===== src/rtl/mem_port_arbiter.sv =====
// mem_port_arbiter: shares one memory-peripheral request/response bus
// between port 0 (instruction fetch) and port 1 (load/store).
// Optional build macro MEM_ARB_ROUND_ROBIN_EN selects round-robin
// arbitration; otherwise port 0 has fixed priority.

`ifndef ADDR_W
`define ADDR_W 32
`endif
`ifndef WORD_W
`define WORD_W 32
`endif
`ifndef MEM_COUNT_W
`define MEM_COUNT_W 2
`endif
`ifndef MEM_COUNT_NONE
`define MEM_COUNT_NONE 2'd0
`endif
`ifndef MEM_COUNT_BYTE
`define MEM_COUNT_BYTE 2'd1
`endif
`ifndef MEM_COUNT_HALF
`define MEM_COUNT_HALF 2'd2
`endif
`ifndef MEM_COUNT_WORD
`define MEM_COUNT_WORD 2'd3
`endif
`ifndef MEM_CODE_W
`define MEM_CODE_W 3
`endif
`ifndef MEM_CODE_MISALIGNED
`define MEM_CODE_MISALIGNED 3'd1
`endif
`ifndef MEM_CODE_OUT_OF_BOUNDS
`define MEM_CODE_OUT_OF_BOUNDS 3'd2
`endif
`ifndef MEM_CODE_INVALID
`define MEM_CODE_INVALID 3'd3
`endif
`ifndef MEM_CODE_READ
`define MEM_CODE_READ 3'd4
`endif
`ifndef MEM_CODE_WRITE
`define MEM_CODE_WRITE 3'd5
`endif

module mem_port_arbiter #(
    parameter int unsigned RESP_LATENCY = 1,
    parameter int unsigned CNT_W        = 4
) (
    input  logic                    clk,
    input  logic                    aresetn,
    input  logic                    i_req0_valid,
    input  logic [`ADDR_W-1:0]      i_req0_addr,
    input  logic [`WORD_W-1:0]      i_req0_wr_data,
    input  logic                    i_req0_wr_en,
    input  logic [`MEM_COUNT_W-1:0] i_req0_count,
    output logic                    o_req0_ready,
    input  logic                    i_req1_valid,
    input  logic [`ADDR_W-1:0]      i_req1_addr,
    input  logic [`WORD_W-1:0]      i_req1_wr_data,
    input  logic                    i_req1_wr_en,
    input  logic [`MEM_COUNT_W-1:0] i_req1_count,
    output logic                    o_req1_ready,
    output logic [1:0]              o_rsp_valid,
    output logic [`WORD_W-1:0]      o_rsp_rd_data,
    output logic [`MEM_CODE_W-1:0]  o_rsp_code,
    output logic [`ADDR_W-1:0]      o_mem_req_addr,
    output logic [`WORD_W-1:0]      o_mem_req_wr_data,
    output logic                    o_mem_req_wr_en,
    output logic [`MEM_COUNT_W-1:0] o_mem_req_count,
    input  logic [`WORD_W-1:0]      i_mem_res_rd_data,
    input  logic [`MEM_CODE_W-1:0]  i_mem_res_code,
    output logic                    o_busy
);

    typedef enum logic [1:0] {
        ST_IDLE,
        ST_ISSUE,
        ST_WAIT
    } state_t;

    state_t                  r_state;
    state_t                  w_state_nxt;

    logic [CNT_W-1:0]        r_cnt;
    logic [`ADDR_W-1:0]      r_addr;
    logic [`WORD_W-1:0]      r_wr_data;
    logic                    r_wr_en;
    logic [`MEM_COUNT_W-1:0] r_count;
    logic                    r_gnt;
    logic [1:0]              r_rsp_valid;
    logic [`WORD_W-1:0]      r_rsp_rd_data;
    logic [`MEM_CODE_W-1:0]  r_rsp_code;

    logic                    w_elig0;
    logic                    w_elig1;
    logic                    w_pick1;
    logic                    w_rdy0;
    logic                    w_rdy1;
    logic                    w_accept;
    logic                    w_cnt_zero;

    assign w_elig0    = i_req0_valid && (i_req0_count != `MEM_COUNT_NONE);
    assign w_elig1    = i_req1_valid && (i_req1_count != `MEM_COUNT_NONE);
    assign w_cnt_zero = (r_cnt == '0);

    // r_gnt holds the most recently accepted port, so it doubles as the
    // last-grant register for round-robin.
`ifdef MEM_ARB_ROUND_ROBIN_EN
    assign w_pick1 = w_elig1 && (!w_elig0 || !r_gnt);
`else
    assign w_pick1 = w_elig1 && !w_elig0;
`endif

    assign w_rdy0   = (r_state == ST_IDLE) && w_elig0 && !w_pick1;
    assign w_rdy1   = (r_state == ST_IDLE) && w_pick1;
    assign w_accept = w_rdy0 || w_rdy1;

    assign o_req0_ready = w_rdy0;
    assign o_req1_ready = w_rdy1;
    assign o_busy       = (r_state != ST_IDLE);

    assign o_rsp_valid   = r_rsp_valid;
    assign o_rsp_rd_data = r_rsp_rd_data;
    assign o_rsp_code    = r_rsp_code;

    // Peripheral bus carries the latched request only during ISSUE.
    always_comb begin
        o_mem_req_addr    = '0;
        o_mem_req_wr_data = '0;
        o_mem_req_wr_en   = 1'b0;
        o_mem_req_count   = `MEM_COUNT_NONE;
        if (r_state == ST_ISSUE) begin
            o_mem_req_addr    = r_addr;
            o_mem_req_wr_data = r_wr_data;
            o_mem_req_wr_en   = r_wr_en;
            o_mem_req_count   = r_count;
        end
    end

    // FSM state register.
    always_ff @(posedge clk or negedge aresetn) begin
        if (!aresetn) begin
            r_state <= ST_IDLE;
        end else begin
            r_state <= w_state_nxt;
        end
    end

    // FSM next-state logic.
    always_comb begin
        w_state_nxt = r_state;
        case (r_state)
            ST_IDLE:  if (w_accept) w_state_nxt = ST_ISSUE;
            ST_ISSUE: w_state_nxt = ST_WAIT;
            ST_WAIT:  if (w_cnt_zero) w_state_nxt = ST_IDLE;
            default:  w_state_nxt = ST_IDLE;
        endcase
    end

    // Request latch, latency counter and response capture.
    always_ff @(posedge clk or negedge aresetn) begin
        if (!aresetn) begin
            r_cnt         <= '0;
            r_addr        <= '0;
            r_wr_data     <= '0;
            r_wr_en       <= 1'b0;
            r_count       <= `MEM_COUNT_NONE;
            r_gnt         <= 1'b0;
            r_rsp_valid   <= '0;
            r_rsp_rd_data <= '0;
            r_rsp_code    <= '0;
        end else begin
            r_rsp_valid <= '0;
            case (r_state)
                ST_IDLE: begin
                    if (w_accept) begin
                        r_addr    <= w_pick1 ? i_req1_addr    : i_req0_addr;
                        r_wr_data <= w_pick1 ? i_req1_wr_data : i_req0_wr_data;
                        r_wr_en   <= w_pick1 ? i_req1_wr_en   : i_req0_wr_en;
                        r_count   <= w_pick1 ? i_req1_count   : i_req0_count;
                        r_gnt     <= w_pick1;
                    end
                end
                ST_ISSUE: begin
                    r_cnt <= CNT_W'(RESP_LATENCY - 32'd1);
                end
                ST_WAIT: begin
                    if (w_cnt_zero) begin
                        r_rsp_rd_data <= i_mem_res_rd_data;
                        r_rsp_code    <= i_mem_res_code;
                        r_rsp_valid   <= r_gnt ? 2'b10 : 2'b01;
                    end else begin
                        r_cnt <= r_cnt - 1'b1;
                    end
                end
                default: begin
                    r_cnt <= '0;
                end
            endcase
        end
    end

endmodule


===== config.mk =====
export PLATFORM = sky130hd
export DESIGN_NAME = mem_port_arbiter
export DESIGN_NICKNAME = d
export VERILOG_FILES = /design/src/rtl/mem_port_arbiter.sv
export SDC_FILE = /design/constraint.sdc
export NUM_CORES = 1
export LEC_CHECK = 0
export CORE_MARGIN = 4
export CORE_UTILIZATION = 43
export CTS_CLUSTER_DIAMETER = 150
export DETAILED_ROUTE_END_ITERATION = 16
export HOLD_SLACK_MARGIN = 0.03
export PLACE_DENSITY_LB_ADDON = 0.05
export REMOVE_ABC_BUFFERS = 1
export SKIP_LAST_GASP = 1
export SYNTH_ARGS = -nofsm -noshare
export SYNTH_HDL_FRONTEND = slang
export SYNTH_SLANG_ARGS = --single-unit

===== constraint.sdc =====
create_clock -name clk -period 4.4 [get_ports clk]
set_input_delay 1.1 -clock clk [delete_from_list [all_inputs] [get_ports clk]]
set_output_delay 1.1 -clock clk [all_outputs]
set_load 0.02 [all_outputs]

After elaboration in Yosys (flattened, before gate mapping)
Cells that the tools add are included.

operators by class
  $add $sub $neg = 1
  eq/ne operators = 5
  muxes and demuxes = 16
  bitwise operators = 1
  reductions and logical operators = 18

operators by type and width
  operator             count
  $mux 32              4
  $mux 2               7
  $pmux 4 s2           1
  $reduce_and 2->1     4
  $logic_and 1x1->1    6
  $ne 2x2->1 const B   3
  $pmux 2 s3           1
  $reduce_bool 2->1    3
  $logic_not 4->1      1
  $mux 4               1
  $sub 4x1->4 const B  1
  $eq 2x1->1 const B   1
  $eq 2x2->1 const B   1
  $logic_not 1->1      2
  $logic_not 2->1      1
  $mux 1               2
  $logic_or 1x1->1     1
  $not 1->1            1

word-level totals
  register bits after elaboration = 111
  output and inout bits = 107
  word-level logic and storage cells = 51

Longest topological paths before layout
Gate-level depths: netlist of run 1.

  depth after elaboration = 9
  mapped depth = 6

Least setup slack after synthesis of run 1
No wires, ideal clock.

  path type = input -> output
  from = in i_req0_count[1]
  to = out o_req1_ready
  arrival = 1.621 ns
  slack = 1.679 ns
  stages on the path = 2
  buffers on the path = 0
  cell sequence = o21ai_0 and3_1

between the ends
  cells in the longest elaborated chain, start to end = 5

RTL lines
  item                         line  text
  from (decl)                  56    input logic [`MEM_COUNT_W-1:0] i_req0_count,
  $reduce_bool 2->1 (no line)  n/a
  $logic_and 1x1->1            103   assign w_elig0 = i_req0_valid && (i_req0_count != `MEM_COUNT_NONE);
  $logic_not 1->1              112   assign w_pick1 = w_elig1 && !w_elig0;
  $logic_and 1x1->1            112
  $logic_and 1x1->1            116   assign w_rdy1 = (r_state == ST_IDLE) && w_pick1;
  to (decl)                    63    output logic o_req1_ready,

No other way between the ends.

Final worst setup path of run 1
Ends and elaborated chain as after synthesis.

==> results.sh, run 1 <==
export IMPL_cts_resized=0
export IMPL_clk_path_buf_depth=2
export IMPL_synth_top_cell_area_share_pct=50.9
export IMPL_pwr_share_seq_pct=32.0
export IMPL_p_comb_share_pct=51.8
export IMPL_nets=997
export IMPL_cts_tree="yes"
export IMPL_dr_pass1_iters=5
export IMPL_placed_cells=979
export IMPL_min_path_type="reg2reg"
export IMPL_drive_above_1_share_pct=8.71
export IMPL_status="completed"
export IMPL_grt_pass1_vias=5584
export IMPL_path_clk_slew_ns=0.08
export IMPL_grt_pass1_wl_um=28200
export IMPL_synthTopCellsByCount="dfrtp_1, inv_1, nand2_1"
export IMPL_powerDensity_nw_per_um2=637
export IMPL_required_ns=3.30
export IMPL_internal_power_mw=3.31
export IMPL_cts_buffers=9
export IMPL_die_area_sq_um=14600
export IMPL_vias_per_cell=5.44
export IMPL_yosys_top_cells_area="dfrtp_1, o221ai_1, mux2_2"
export IMPL_drc=0
export IMPL_yosysMostFrequentCell="dfrtp_1"
export IMPL_row_count=40
export IMPL_fin_crit_ns=3.94
export IMPL_portBuffers=279
export IMPL_stdcell_count=995
export IMPL_yosysWarnings=0
export IMPL_num_antenna_cells=0
export IMPL_wl_per_cell_um=18.3
export IMPL_cts_sinks=111
export IMPL_synth_cell_area_sq_um=5460
export IMPL_antenna_found_initial=0
export IMPL_netSwitchingFraction_pct=39.8
export IMPL_core_area_sq_um=12200
export IMPL_grtUsageTotal_pct=24.4
export IMPL_drt_iter0_markers=353
export IMPL_ys_flop_type="dfrtp_1"
export IMPL_setup_violations=0
export IMPL_ys_types=28
export IMPL_gp_congestion=0.868
export IMPL_slew_violations=0
export IMPL_ir_drop_uv=340
export IMPL_timing_hold_ws_ns=0.487
export IMPL_cap_violations=0
export IMPL_root_buffer="clkbuf_16"
export IMPL_slew_headroom_pct=39.0
export IMPL_p_leak_nw=3.55
export IMPL_syn_inst=576
export IMPL_die_w_um=121
export IMPL_hold_viol=0
export IMPL_async_flop_share_pct=100
export IMPL_areaGrowthSynthToFinish_pct=58.3
export IMPL_io_pins=280
export IMPL_crit_fanout=5
export IMPL_initial_utilization_pct=44.7
export IMPL_cp_start_kind="input pin"
export IMPL_yosysTopAreaCell="dfrtp_1"
export IMPL_tns_ns=0
export IMPL_period_share_pct=89.6
export IMPL_overflow=0
export IMPL_p_switching_mw=2.19
export IMPL_utilization_pct=70.8
export IMPL_ant_nets=0
export IMPL_synth_edf_count=0
export IMPL_p_clk_share_pct=16.3
export IMPL_hpwl_um=13000
export IMPL_cts_setup_buffers=0
export IMPL_vias=5415
export IMPL_synth_area_per_cell_sq_um=9.48
export IMPL_clk_latency_ns=0.35
export IMPL_fmax_mhz=254
export IMPL_ys_ff_latch=111
export IMPL_skew_ns=0.00795
export IMPL_htree_levels=3
export IMPL_finalWirelength_um=18200
export IMPL_die_height_um=121
export IMPL_critPathArrivalTime_ns=2.84
export IMPL_worst_slew_pin_slew_ns=0.916
export IMPL_rsz0062_at_grt="no"
export IMPL_endpoint_kind="primary output"
export IMPL_nFillCells=977
export IMPL_grt_max_degree=70
export IMPL_critical_path_class="in2out"
export IMPL_synth_yosys_seq_area_share_pct=50.9
export IMPL_hold_buffers=0
[worst max-delay path, stage by stage]
cell and delay [ns]:
clkdlybuf4s50_1 0.47, o21ai_0 0.42, and3_1 0.22, clkdlybuf4s50_1 0.62
[routing by layer]
metal / up-vias / global-route usage, % / wire length, um
met3: 40 / 7.48 / 1620
met4: 0 / 9.42 / 576
li1: 2510 / - / -
met2: 243 / 40.6 / 8840
met1: 2622 / 29.7 / 7200
met5: - / 0 / 0
[power by group through the flow]
| stage | logic (mW) | registers (mW) | clock network, mW |
|---|---|---|---|
| global placement | 2.79 | 1.75 | 0 |
| CTS | 2.87 | 1.76 | 0.906 |
| global route | 3.07 | 1.82 | 0.951 |
| detailed placement | 2.86 | 1.78 | 0 |
| finish | 2.85 | 1.76 | 0.895 |
| floorplan | 1.40 | 1.95 | 0 |
[placed cells by master, fill, tap and decap left out, drive strengths merged]
cell | synthesis | routed
clkinv | 1 | 1
o21bai | 1 | 1
o21a | 3 | 3
nor4bb | 2 | 2
nor3 | 67 | 67
bufinv | 0 | 2
clkdlybuf4s50 | 0 | 278
nor2 | 6 | 6
or4b | 1 | 1
inv | 70 | 73
nand2 | 70 | 70
or3 | 3 | 3
nor3b | 1 | 1
and3b | 2 | 2
buf | 27 | 11
o221ai | 65 | 65
mux2 | 37 | 37
ha | 2 | 2
a21oi | 7 | 7
nand3 | 66 | 66
and3 | 3 | 3
dfrtp | 111 | 111
clkinvlp | 0 | 2
clkbuf | 27 | 9
a311o | 1 | 1
o21ai | 3 | 3
[cell type report]
cell class / instances / area, sq um / share of cell area, %
Clock buffer: 9 / 225 / 2.61
Clock inverter: 7 / 104 / 1.20
Inverter: 71 / 267 / 3.08
Multi-Input combinational cell: 340 / 2180 / 25.2
Sequential cell: 111 / 2780 / 32.2
Tap cell: 168 / 210 / 2.43
Timing Repair Buffer: 289 / 2880 / 33.3
[cell families after synthesis]
kind of cell / share of synthesized area [%]
and+or+nand+nor: 19.7
buffers and inverters: 9.28
DFF: 50.9
AOI/OAI and AO/OA: 12.1
muxes: 7.63
adders and majority gates: 0.458
[flip-flops by register name (all words and copies together) (netlist names)]
| name | count |
|---|---|
| o_rsp_rd_data | 32 |
| r_addr | 32 |
| r_wr_data | 32 |
| r_cnt | 4 |
| o_rsp_code | 3 |
| o_rsp_valid | 2 |
| r_count | 2 |
| r_state | 2 |
| r_gnt | 1 |
| r_wr_en | 1 |
[worst paths after layout]
kind	from	end	slack, ns	cells after the start
setup / recovery	i_req0_count[1]	o_req1_ready	0.46	4
hold / removal	r_gnt	o_rsp_valid[0]	0.49	1
setup reg to reg	r_state[1]	r_wr_data[13]	1.48	5
hold reg to reg	r_gnt	o_rsp_valid[0]	0.49	1
max in group asynchronous	aresetn	r_wr_data[24]	2.67	2
min in group asynchronous	aresetn	o_rsp_rd_data[2]	0.85	1
[metrics by stage]
step / area [sq um] / setup slack [ns] / power [mW]
after floorplan: 5220 / -0.316 / 3.35
after global placement: 8310 / 0.484 / 4.54
after detailed placement: 8310 / 0.475 / 4.64
after CTS: 8640 / 0.471 / 5.54
after global routing: 8640 / 0.381 / 5.84
final: 8640 / 0.457 / 5.50
No activity file was read; power rests on OpenSTA's default activity.
==> inputs of run 2 (changes only) <==
--- a/config.mk
+++ b/config.mk
@@ -9,6 +9,7 @@
 export CORE_UTILIZATION = 43
 export CTS_CLUSTER_DIAMETER = 150
 export DETAILED_ROUTE_END_ITERATION = 16
+export GPL_ROUTABILITY_DRIVEN = 0
 export HOLD_SLACK_MARGIN = 0.03
 export PLACE_DENSITY_LB_ADDON = 0.05
 export REMOVE_ABC_BUFFERS = 1
==> results of run 2 <==
Final layout, timing and power as in run 1 (identical DEF).
